## config.mk

```make
export PLATFORM = sky130hd
export DESIGN_NAME = id_ex_stage
export DESIGN_NICKNAME = d
export VERILOG_FILES = /design/src/rtl/id_ex_stage_pkg.sv /design/src/rtl/id_ex_stage_decode.sv /design/src/rtl/id_ex_stage.sv
export SDC_FILE = /design/constraint.sdc
export NUM_CORES = 1
export LEC_CHECK = 0
export ABC_AREA = 0
export ABC_CLOCK_PERIOD_IN_PS = 3300
export CAP_MARGIN = 20
export CELL_PAD_IN_SITES_DETAIL_PLACEMENT = 1
export CELL_PAD_IN_SITES_GLOBAL_PLACEMENT = 1
export CORE_AREA = 5 5 123 125
export CTS_BUF_LIST = sky130_fd_sc_hd__clkbuf_4 sky130_fd_sc_hd__clkbuf_8 sky130_fd_sc_hd__clkbuf_16
export DETAILED_ROUTE_END_ITERATION = 16
export DIE_AREA = 0 0 128 130
export PLACE_DENSITY = 0.83
export SKIP_LAST_GASP = 1
export SYNTH_ARGS = -nofsm -noshare
export SYNTH_HDL_FRONTEND = slang
export SYNTH_SLANG_ARGS = --single-unit
```

## constraint.sdc

```tcl
create_clock -name clk_i -period 3.3 [get_ports clk_i]
set_input_delay 0.66 -clock clk_i [delete_from_list [all_inputs] [get_ports clk_i]]
set_output_delay 0.66 -clock clk_i [all_outputs]
set_load 0.02 [all_outputs]
```

## src/rtl/id_ex_stage_pkg.sv

```systemverilog
// Shared definitions for the ID/EX decode/issue slice.
// Contents: ALU op code enum, RV32I opcode and funct3/funct7 constants,
// and the id_ex_t bundle that is carried in the ID/EX pipeline register.
package riscv_pkg;

  localparam int PKG_XLEN   = 32;
  localparam int PKG_REG_AW = 5;

  // The execute stage expects exactly these 4-bit codes.
  typedef enum logic [3:0] {
    ALU_ADD  = 4'b0000,
    ALU_SLL  = 4'b0001,
    ALU_SLT  = 4'b0010,
    ALU_SLTU = 4'b0011,
    ALU_XOR  = 4'b0100,
    ALU_SRL  = 4'b0101,
    ALU_OR   = 4'b0110,
    ALU_AND  = 4'b0111,
    ALU_SUB  = 4'b1000,
    ALU_SRA  = 4'b1001,
    ALU_SLLI = 4'b1010,
    ALU_SRLI = 4'b1011,
    ALU_SRAI = 4'b1100,
    ALU_LUI  = 4'b1101
  } alu_op_e;

  localparam logic [6:0] OPC_OP     = 7'b0110011;
  localparam logic [6:0] OPC_OP_IMM = 7'b0010011;
  localparam logic [6:0] OPC_LUI    = 7'b0110111;
  localparam logic [6:0] OPC_AUIPC  = 7'b0010111;
  localparam logic [6:0] OPC_LOAD   = 7'b0000011;
  localparam logic [6:0] OPC_STORE  = 7'b0100011;
  localparam logic [6:0] OPC_BRANCH = 7'b1100011;
  localparam logic [6:0] OPC_JAL    = 7'b1101111;
  localparam logic [6:0] OPC_JALR   = 7'b1100111;

  // funct3 values for OP / OP-IMM
  localparam logic [2:0] F3_ADD  = 3'b000;
  localparam logic [2:0] F3_SLL  = 3'b001;
  localparam logic [2:0] F3_SLT  = 3'b010;
  localparam logic [2:0] F3_SLTU = 3'b011;
  localparam logic [2:0] F3_XOR  = 3'b100;
  localparam logic [2:0] F3_SR   = 3'b101;
  localparam logic [2:0] F3_OR   = 3'b110;
  localparam logic [2:0] F3_AND  = 3'b111;

  // funct3 values for BRANCH
  localparam logic [2:0] F3_BEQ  = 3'b000;
  localparam logic [2:0] F3_BNE  = 3'b001;
  localparam logic [2:0] F3_BLT  = 3'b100;
  localparam logic [2:0] F3_BGE  = 3'b101;
  localparam logic [2:0] F3_BLTU = 3'b110;
  localparam logic [2:0] F3_BGEU = 3'b111;

  // funct3 values for LOAD / STORE / JALR
  localparam logic [2:0] F3_LB   = 3'b000;
  localparam logic [2:0] F3_LH   = 3'b001;
  localparam logic [2:0] F3_LW   = 3'b010;
  localparam logic [2:0] F3_LBU  = 3'b100;
  localparam logic [2:0] F3_LHU  = 3'b101;
  localparam logic [2:0] F3_JALR = 3'b000;

  localparam logic [6:0] F7_ZERO = 7'b0000000;
  localparam logic [6:0] F7_ALT  = 7'b0100000;

  // Everything the execute stage needs from one decoded instruction.
  typedef struct packed {
    logic [PKG_XLEN-1:0]   r1;
    logic [PKG_XLEN-1:0]   r2;
    alu_op_e               aluControl;
    logic [PKG_REG_AW-1:0] rd;
    logic                  rdWe;
    logic                  memRe;
    logic                  memWe;
    logic                  branch;
    logic [2:0]            funct3;
    logic                  illegal;
  } id_ex_t;

endpackage

```

## src/rtl/id_ex_stage_decode.sv

```systemverilog
// Purely combinational RV32I decoder for the ID/EX stage.
// Ports:
//   instr_i     instruction word
//   pc_i        instruction PC (used by AUIPC / JAL / JALR operands)
//   rs1_data_i  register-file read data for rs1
//   rs2_data_i  register-file read data for rs2
//   decoded_o   id_ex_t bundle ready to be registered
module id_decode
  import riscv_pkg::*;
(
  input  logic [31:0]         instr_i,
  input  logic [PKG_XLEN-1:0] pc_i,
  input  logic [PKG_XLEN-1:0] rs1_data_i,
  input  logic [PKG_XLEN-1:0] rs2_data_i,
  output id_ex_t              decoded_o
);

  logic [6:0]  opcode;
  logic [2:0]  funct3;
  logic [6:0]  funct7;
  logic [4:0]  rdField;
  logic [31:0] immI;
  logic [31:0] immS;
  logic [31:0] immU;
  logic [31:0] shamtImm;

  assign opcode   = instr_i[6:0];
  assign funct3   = instr_i[14:12];
  assign funct7   = instr_i[31:25];
  assign rdField  = instr_i[11:7];
  assign immI     = {{20{instr_i[31]}}, instr_i[31:20]};
  assign immS     = {{20{instr_i[31]}}, instr_i[31:25], instr_i[11:7]};
  assign immU     = {instr_i[31:12], 12'b0};
  assign shamtImm = {27'b0, instr_i[24:20]};

  // Opcode-driven decode. Each legal case fills in operands, op code and
  // side-band; anything unrecognised sets isIllegal, and the final block
  // then replaces the whole bundle with a harmless ADD of zeros so an
  // illegal slot can travel down the pipe without side effects.
  logic   isIllegal;
  logic   writesRd;
  id_ex_t dec;

  always_comb begin
    dec            = '0;
    dec.aluControl = ALU_ADD;
    isIllegal      = 1'b0;
    writesRd       = 1'b0;

    unique case (opcode)
      OPC_OP: begin
        dec.r1   = rs1_data_i;
        dec.r2   = rs2_data_i;
        writesRd = 1'b1;
        if (funct7 == F7_ZERO) begin
          unique case (funct3)
            F3_ADD:  dec.aluControl = ALU_ADD;
            F3_SLL:  dec.aluControl = ALU_SLL;
            F3_SLT:  dec.aluControl = ALU_SLT;
            F3_SLTU: dec.aluControl = ALU_SLTU;
            F3_XOR:  dec.aluControl = ALU_XOR;
            F3_SR:   dec.aluControl = ALU_SRL;
            F3_OR:   dec.aluControl = ALU_OR;
            default: dec.aluControl = ALU_AND;
          endcase
        end else if (funct7 == F7_ALT && funct3 == F3_ADD) begin
          dec.aluControl = ALU_SUB;
        end else if (funct7 == F7_ALT && funct3 == F3_SR) begin
          dec.aluControl = ALU_SRA;
        end else begin
          isIllegal = 1'b1;
        end
      end

      OPC_OP_IMM: begin
        dec.r1   = rs1_data_i;
        dec.r2   = immI;
        writesRd = 1'b1;
        unique case (funct3)
          F3_ADD:  dec.aluControl = ALU_ADD;
          F3_SLT:  dec.aluControl = ALU_SLT;
          F3_SLTU: dec.aluControl = ALU_SLTU;
          F3_XOR:  dec.aluControl = ALU_XOR;
          F3_OR:   dec.aluControl = ALU_OR;
          F3_AND:  dec.aluControl = ALU_AND;
          F3_SLL: begin
            dec.r2         = shamtImm;
            dec.aluControl = ALU_SLLI;
            isIllegal      = (funct7 != F7_ZERO);
          end
          default: begin
            dec.r2 = shamtImm;
            if (funct7 == F7_ZERO)     dec.aluControl = ALU_SRLI;
            else if (funct7 == F7_ALT) dec.aluControl = ALU_SRAI;
            else                       isIllegal      = 1'b1;
          end
        endcase
      end

      OPC_LUI: begin
        dec.aluControl = ALU_LUI;
        dec.r1         = {12'b0, instr_i[31:12]};
        writesRd       = 1'b1;
      end

      OPC_AUIPC: begin
        dec.r1   = pc_i;
        dec.r2   = immU;
        writesRd = 1'b1;
      end

      OPC_LOAD: begin
        dec.r1    = rs1_data_i;
        dec.r2    = immI;
        dec.memRe = 1'b1;
        writesRd  = 1'b1;
        isIllegal = !(funct3 == F3_LB || funct3 == F3_LH || funct3 == F3_LW ||
                      funct3 == F3_LBU || funct3 == F3_LHU);
      end

      OPC_STORE: begin
        dec.r1    = rs1_data_i;
        dec.r2    = immS;
        dec.memWe = 1'b1;
        isIllegal = !(funct3 == F3_LB || funct3 == F3_LH || funct3 == F3_LW);
      end

      OPC_BRANCH: begin
        dec.r1     = rs1_data_i;
        dec.r2     = rs2_data_i;
        dec.branch = 1'b1;
        unique case (funct3)
          F3_BEQ, F3_BNE:   dec.aluControl = ALU_SUB;
          F3_BLT, F3_BGE:   dec.aluControl = ALU_SLT;
          F3_BLTU, F3_BGEU: dec.aluControl = ALU_SLTU;
          default:          isIllegal      = 1'b1;
        endcase
      end

      // Link value pc+4 is computed by the ALU; the target is handled elsewhere.
      OPC_JAL, OPC_JALR: begin
        dec.r1    = pc_i;
        dec.r2    = 32'd4;
        writesRd  = 1'b1;
        isIllegal = (opcode == OPC_JALR) && (funct3 != F3_JALR);
      end

      default: isIllegal = 1'b1;
    endcase
  end

  // Final assembly: x0 never gets a writeback, and an illegal encoding
  // collapses to a side-effect-free bundle flagged as illegal.
  always_comb begin
    decoded_o = dec;
    decoded_o.funct3 = funct3;
    decoded_o.rd     = writesRd ? rdField : '0;
    decoded_o.rdWe   = writesRd && (rdField != 5'd0);
    if (isIllegal) begin
      decoded_o            = '0;
      decoded_o.aluControl = ALU_ADD;
      decoded_o.funct3     = funct3;
      decoded_o.illegal    = 1'b1;
    end
  end

endmodule

```

## src/rtl/id_ex_stage.sv

```systemverilog
// ID/EX stage: decodes an RV32I instruction and holds the result in the
// ID/EX pipeline register behind a valid/ready handshake on both sides.
// Ports:
//   clk_i, rst_ni                   clock and asynchronous active-low reset
//   flush_i                         kill the registered slot, drop input
//   in_valid_i / in_ready_o         upstream handshake
//   instr_i, pc_i, rs1/rs2_data_i   instruction bundle
//   out_valid_o / out_ready_i       downstream handshake
//   r1_o, r2_o, alu_control_o       ALU operand bundle
//   rd_o, rd_we_o, mem_re_o, mem_we_o, branch_o, funct3_o, illegal_o  side-band
module id_ex_stage
  import riscv_pkg::*;
#(
  parameter int XLEN   = 32,
  parameter int REG_AW = 5
) (
  input  logic              clk_i,
  input  logic              rst_ni,
  input  logic              flush_i,
  input  logic              in_valid_i,
  output logic              in_ready_o,
  input  logic [31:0]       instr_i,
  input  logic [XLEN-1:0]   pc_i,
  input  logic [XLEN-1:0]   rs1_data_i,
  input  logic [XLEN-1:0]   rs2_data_i,
  output logic              out_valid_o,
  input  logic              out_ready_i,
  output logic [XLEN-1:0]   r1_o,
  output logic [XLEN-1:0]   r2_o,
  output logic [3:0]        alu_control_o,
  output logic [REG_AW-1:0] rd_o,
  output logic              rd_we_o,
  output logic              mem_re_o,
  output logic              mem_we_o,
  output logic              branch_o,
  output logic [2:0]        funct3_o,
  output logic              illegal_o
);

  id_ex_t decoded;
  id_ex_t bundle_q, bundle_d;
  logic   slotValid_q, slotValid_d;
  logic   accept;

  id_decode u_decode (
    .instr_i    (instr_i),
    .pc_i       (pc_i),
    .rs1_data_i (rs1_data_i),
    .rs2_data_i (rs2_data_i),
    .decoded_o  (decoded)
  );

  // Ready while the slot is empty or draining; during a flush the input is
  // swallowed (ready, but not accepted) so upstream does not stall on it.
  assign in_ready_o = !slotValid_q || out_ready_i || flush_i;
  assign accept     = in_valid_i && in_ready_o && !flush_i;

  // Next-state: flush wins, then a new accept, then a plain drain. The
  // payload only moves on accept, so a stalled slot holds every output.
  always_comb begin
    slotValid_d = slotValid_q;
    bundle_d    = bundle_q;
    if (flush_i) begin
      slotValid_d = 1'b0;
    end else if (accept) begin
      slotValid_d = 1'b1;
      bundle_d    = decoded;
    end else if (out_ready_i) begin
      slotValid_d = 1'b0;
    end
  end

  // The pipeline register itself; reset clears the whole slot at once.
  always_ff @(posedge clk_i or negedge rst_ni) begin
    if (!rst_ni) begin
      slotValid_q <= 1'b0;
      bundle_q    <= '0;
    end else begin
      slotValid_q <= slotValid_d;
      bundle_q    <= bundle_d;
    end
  end

  assign out_valid_o   = slotValid_q;
  assign r1_o          = bundle_q.r1;
  assign r2_o          = bundle_q.r2;
  assign alu_control_o = bundle_q.aluControl;
  assign rd_o          = bundle_q.rd;
  assign rd_we_o       = bundle_q.rdWe;
  assign mem_re_o      = bundle_q.memRe;
  assign mem_we_o      = bundle_q.memWe;
  assign branch_o      = bundle_q.branch;
  assign funct3_o      = bundle_q.funct3;
  assign illegal_o     = bundle_q.illegal;

endmodule

```

## Word level (Yosys, flattened, before mapping)

Index checks and enable logic that the tools add are counted.
W data, S select, Z words.

- Bits in registers: 82
- Input bits: 133
- Output and inout port bits: 83

- Equal/unequal tests: 17
- Mux-type cells: 29
- Bitwise logic cells: 1
- Reduce and logical (&&, ||, !) cells: 34

Operators with widths:

| kind | number |
|---|---|
| $pmux W32 S6 | 1 |
| $pmux W32 S3 | 1 |
| $mux W81 | 1 |
| $mux W32 | 1 |
| $eq A7 B6 Y1 const B | 4 |
| $pmux W4 S7 | 1 |
| $eq A7 B7 Y1 const B | 3 |
| $pmux W3 S7 | 1 |
| $mux W4 | 5 |
| $pmux W4 S4 | 1 |
| $eq A7 B5 Y1 const B | 2 |
| $mux W1 | 13 |
| $eq A3 B3 Y1 const B | 4 |
| $pmux W4 S3 | 1 |
| $reduce_or A2 Y1 | 6 |
| $reduce_or A6 Y1 | 2 |
| $eq A7 B2 Y1 const B | 1 |
| $logic_not A7 Y1 | 1 |
| $pmux W1 S7 | 1 |
| $reduce_bool A7 Y1 | 1 |
| $reduce_or A7 Y1 | 1 |
| $eq A3 B2 Y1 const B | 2 |
| $logic_and A1 B1 Y1 | 6 |
| $logic_or A1 B1 Y1 | 6 |
| other kinds (11) | 15 |

## Depth between registers and ports, before layout

- Word-level depth: 8
- Gate-level depth with buffers: 8
- Gate-level depth less buffers: 5

## Modules after synthesis

From an unflattened synthesis, not the netlist that was laid out.

- Cells, all modules: 437
- Area total of the unflattened synthesis: 5018.6 um^2

By module, submodules not included:

| module | instances | cells an instance | area each (um^2) | seq. area each (um^2) |
|---|---|---|---|---|
| id_ex_stage | 1 | 177 | 3492.1 | 2052.0 |
| id_decode | 1 | 260 | 1526.5 | 0.0 |

## Least setup slack after synthesis

Ideal clock, no wire load.

- Path kind: input to register
- Start: input port instr_i[6]
- End: register bundle_q, in the netlist r2_o[12]
- Library setup time: 0.075 ns
- Arrival time: 2.447 ns
- Required time: 3.225 ns
- Setup slack: 0.778 ns
- Stages: 8
- Buffers on the path: 3
- Path through: buf_2 -> or3_2 -> nor4_1 -> or4_4 -> or4_4 -> buf_6 -> buf_6 -> o21ai_2

- Word-level cells in the longest chain between the ends: 4
- Elaborated cells between the ends (all ways): 16
- Those cells by class: eq/ne (9); mux (3); reduce/logical (4)

RTL lines:

| item | line | RTL |
|---|---|---|
| from (decl) | id_ex_stage.sv:22 | `input logic [31:0] instr_i,` |
| $eq A7 B7 Y1 (tied with other cells) | id_ex_stage_decode.sv:50 | `unique case (opcode)` |
| $reduce_or A2 Y1 (tied with other cells) | id_ex_stage_decode.sv:50 |  |
| $pmux W1 S7 or $pmux W32 S6 (tied branches) | id_ex_stage_decode.sv:50 |  |
| $mux W81 * | id_ex_stage_decode.sv:159 | `if (isIllegal) begin` |
| to (signal assigned) | id_ex_stage.sv:80 | `bundle_q <= bundle_d;` |
| to (decl) | id_ex_stage.sv:41 | `id_ex_t bundle_q, bundle_d;` |

Mark *: on every way between the ends. The rest lies on a longest branch, timed or not.
A chain may end at the register's enable or synchronous reset.

## Final worst setup path

- Start: input port instr_i[26]
- End: register bundle_q, in the netlist r2_o[0]

- Word-level cells in the longest chain between the ends: 7
- Elaborated cells between the ends (all ways): 13
- Those cells by class: eq/ne (1); mux (8); reduce/logical (4)

RTL lines:

| item | line | RTL |
|---|---|---|
| $eq A7 B6 Y1 | id_ex_stage_decode.sv:66, id_ex_stage_decode.sv:68, id_ex_stage_decode.sv:94 |  |
| $logic_and A1 B1 Y1 | id_ex_stage_decode.sv:68 | `end else if (funct7 == F7_ALT && funct3 == F3_SR) begin` |
| $mux W1 | id_ex_stage_decode.sv:68 |  |
| $mux W1 | id_ex_stage_decode.sv:66 | `end else if (funct7 == F7_ALT && funct3 == F3_ADD) begin` |
| $mux W1 | id_ex_stage_decode.sv:55 | `if (funct7 == F7_ZERO) begin` |
| $pmux W1 S7 * | id_ex_stage_decode.sv:50 |  |
| $mux W81 * | id_ex_stage_decode.sv:159 |  |

Marks and branches as above.

==> flow_summary.json <==
{
  "drv_cap": 0,
  "path_clk_slew_ps": 60,
  "critPathRequiredTime_ps": 3560,
  "cp-startpoint": "instr_i[26]",
  "routed_via_density": 5.413,
  "hold_violations": 0,
  "slew_headroom_pct": 40.52,
  "crit_slowest_cell": "or4_4",
  "seqPwrFrac_pct": 41.9,
  "die_h_um": 130,
  "status": "complete, no violations",
  "crit_chain": "clkdlybuf4s50_1, nor4_2, buf_4, nand2_1, o21a_1, or4_4, buf_12, o21ai_0",
  "grt_pass1_vias": 5043,
  "min_period_over_period_pct": 84.20,
  "timing_worst_setup_path_type": "input port to flop",
  "grt.overflow.total": 0,
  "synth_cell_types": 41,
  "clock_latency_ps": 340,
  "globalplace.congestion": 0.8463,
  "vias": 4585,
  "vdd_ir_drop_max_uv": 181.0,
  "num_rows": 43,
  "fp.dieW_um": 128,
  "power.internal_w": 0.001856,
  "antenna_found_initial": 0,
  "yosys.area.top_type_share_pct": 47.24,
  "max_stage_delay_ps": 560,
  "pwr-share-comb_pct": 15.5,
  "synth_area_leaders": "dfrtp_1 47%, o21ai_2 10%, nand2_1 6.5%",
  "synth_seq_cells": 82,
  "clockPowerShare_pct": 42.7,
  "rsz0062_at_grt": "no",
  "multi_input_area_um2": 2120,
  "regArea_um2": 2052,
  "grt_use_total_pct": 21.59,
  "ys_seq_area_share_pct": 47.24,
  "power_w": 0.002440,
  "finalSetupViolCount": 0,
  "r2r_start": "out_valid_o$_DFFE_PN0P_",
  "place_inst": 830,
  "clockRootBuffer": "clkbuf_16",
  "drt-total-wl_um": 18070,
  "initial_core_util_pct": 31.54,
  "layout-drive-gt1-share_pct": 17.09,
  "fillers": 1547,
  "ys_warn_count": 0,
  "grt_pass1_wl_um": 28020,
  "numPortBuffers": 215,
  "holdBufCountCts": 0,
  "leakage_nw": 2.766,
  "cts_buffer_depth": 2,
  "async_flop_share_pct": 100.0,
  "path_buf_inv": 3,
  "power.net_switching_w": 0.0005841,
  "period_minus_slack_ps": 2778,
  "nets": 795,
  "synthCells": 445,
  "p_sw_share_pct": 23.94,
  "pin_count": 216,
  "antenna_cells": 0,
  "core_area_um2": 13770,
  "dieArea_um2": 16640,
  "drtIter0Drc": 272,
  "drc": 0,
  "cts_tree": "done",
  "synth_area_um2": 4344,
  "min_path_type": "input port to async pin",
  "stdcell_count": 847,
  "critPathMaxFanout": 38,
  "wl_per_cell_um": 21.34,
  "endpoint_kind": "flop",
  "grt_max_degree": 83,
  "powerDensity_nw_per_um2": 340.7,
  "cp_top_family": "simple AND/OR/NAND/NOR gates",
  "skew_ps": 5.350,
  "clkSinkCount": 82,
  "synth.largest_area_cell": "dfrtp_1",
  "synth-edff-count": 0,
  "cts-buffers-inserted": 9,
  "dr.pass1.iters": 4,
  "syn_area_per_cell_um2": 9.762,
  "arrival_ps": 3030,
  "synth_flop_cell": "dfrtp_1",
  "clock.fmax_ghz": 0.3599,
  "h-tree-depth": 3,
  "areaGrowthSynthToFinish_pct": 64.86,
  "tightest_slew_ps": 892.3,
  "final_antenna_net_count": 0,
  "slew_viol_final": 0,
  "post_cts_buffers": 0,
  "hpwl_um": 13510,
  "syn_nets": 578,
  "fin_setup_tns_ps": 0,
  "worst_setup_path_start_kind": "input port",
  "cts_resized": 0
}
==> layout by cell type (no fill, tap or decap), drive strengths merged, types with 2 or more instances in the layout <==
master	n
clkbuf	12
or2	2
o21bai	2
buf	32
or4	2
nand2	75
dfrtp	82
nor4	10
o211ai	2
a211oi	3
mux2	3
nand2b	5
a22o	24
a31oi	2
nor2	9
a32o	7
a311oi	2
nand3b	2
nand3	3
o21ai	69
inv	6
clkdlybuf4s50	214
a222oi	4
a221oi	20
o21a	2
a21oi	29
nor3	7
clkinvlp	2
a22oi	20
nor2b	4
==> flip-flops by register name (all words and copies together), names as in the netlist <==
name / cells
rd_we_o: 1
r1_o: 32
funct3_o: 3
alu_control_o: 4
mem_re_o: 1
illegal_o: 1
mem_we_o: 1
branch_o: 1
rd_o: 5
r2_o: 32
out_valid_o: 1
==> cell type report <==
type / count / share of cell area, %
Clock inverter: 4 / 0.6988
Clock buffer: 12 / 3.634
Sequential cell: 82 / 28.65
Timing Repair Buffer: 246 / 33.96
Inverter: 6 / 0.3145
Multi-Input combinational cell: 317 / 29.59
Tap cell: 180 / 3.145
==> path summary, 6_finish.rpt <==
kind                                            to  depth (start not counted)  slack (ps)
max                            r2_o[0]$_DFFE_PN0P_                          8         520
min                        funct3_o[2]$_DFFE_PN0P_                          1         300
max reg2reg                    r2_o[0]$_DFFE_PN0P_                          6        1010
min reg2reg                   r1_o[24]$_DFFE_PN0P_                          2         480
max in group asynchronous      r2_o[6]$_DFFE_PN0P_                          2        2380
min in group clk_i            r1_o[24]$_DFFE_PN0P_                          2         480
==> Yosys cell counts, types with 2 or more instances <==
library cell and instances:
dfrtp_1 82, nand2_1 75, o21ai_2 50, a21oi_1 29
clkbuf_1 29, a22o_1 24, a221oi_1 20, a22oi_1 20
o21ai_0 19, nor2_1 9, nor4_1 9, a32o_1 7
nor3_1 7, buf_6 6, inv_1 6, nand2b_1 5
a222oi_1 4, buf_2 4, nor2b_1 4, a211oi_1 3
mux2_2 3, nand3_1 3, a311oi_1 2, a31oi_1 2
nand3b_1 2, o211ai_1 2, o21a_1 2, o21bai_1 2
or2_2 2, or4_4 2
==> cell families (layout without fill, tap and decap cells) <==
family                 after synthesis  after routing  synth area share, %
AND/OR/NAND/NOR                    123            123                13.08
buffers and inverters               46            268                5.213
multiplexers                         3              3               0.7776
flip-flops                          82             82                47.24
AO/OA/AOI/OAI                      189            189                33.29
XOR/XNOR                             2              2               0.4033
==> per-stage QoR <==
stage / hold WS, ps / util, % / setup WS [ps] / cell area (µm²)
after floorplan: 364.4 / - / 778.1 / 4344
after global placement: 461.2 / 49.60 / 221.3 / 6832
after detailed placement: 466.7 / 49.60 / 148.4 / 6832
after CTS: 482.2 / 51.85 / 513.5 / 7142
after global routing: 354.1 / 52.00 / 434.1 / 7162
final: 300.7 / 52.00 / 521.5 / 7162
==> power by group through the flow <==
stage | Clock, W | Sequential [W] | Combinational, W
6_report | 0.00104 | 0.00102 | 0.000377
5_1_grt | 0.00111 | 0.00102 | 0.000404
4_1_cts | 0.00106 | 0.00102 | 0.000377
3_5_place_dp | 0 | 0.00104 | 0.000374
3_3_place_gp | 0 | 0.00104 | 0.000367
2_1_floorplan | 0 | 0.00105 | 0.0000928
==> routing by layer <==
| metal | vias to the layer above | track usage [%] | part of all wire [%] |
|---|---|---|---|
| met3 | 31 | 4.421 | 7.0 |
| met2 | 180 | 36.51 | 50 |
| met4 | 0 | 8.365 | 2.8 |
| met1 | 2269 | 27.23 | 40 |
| li1 | 2105 | - | - |
| met5 | - | 0 | 0 |
(Power assumes the default switching activity.)
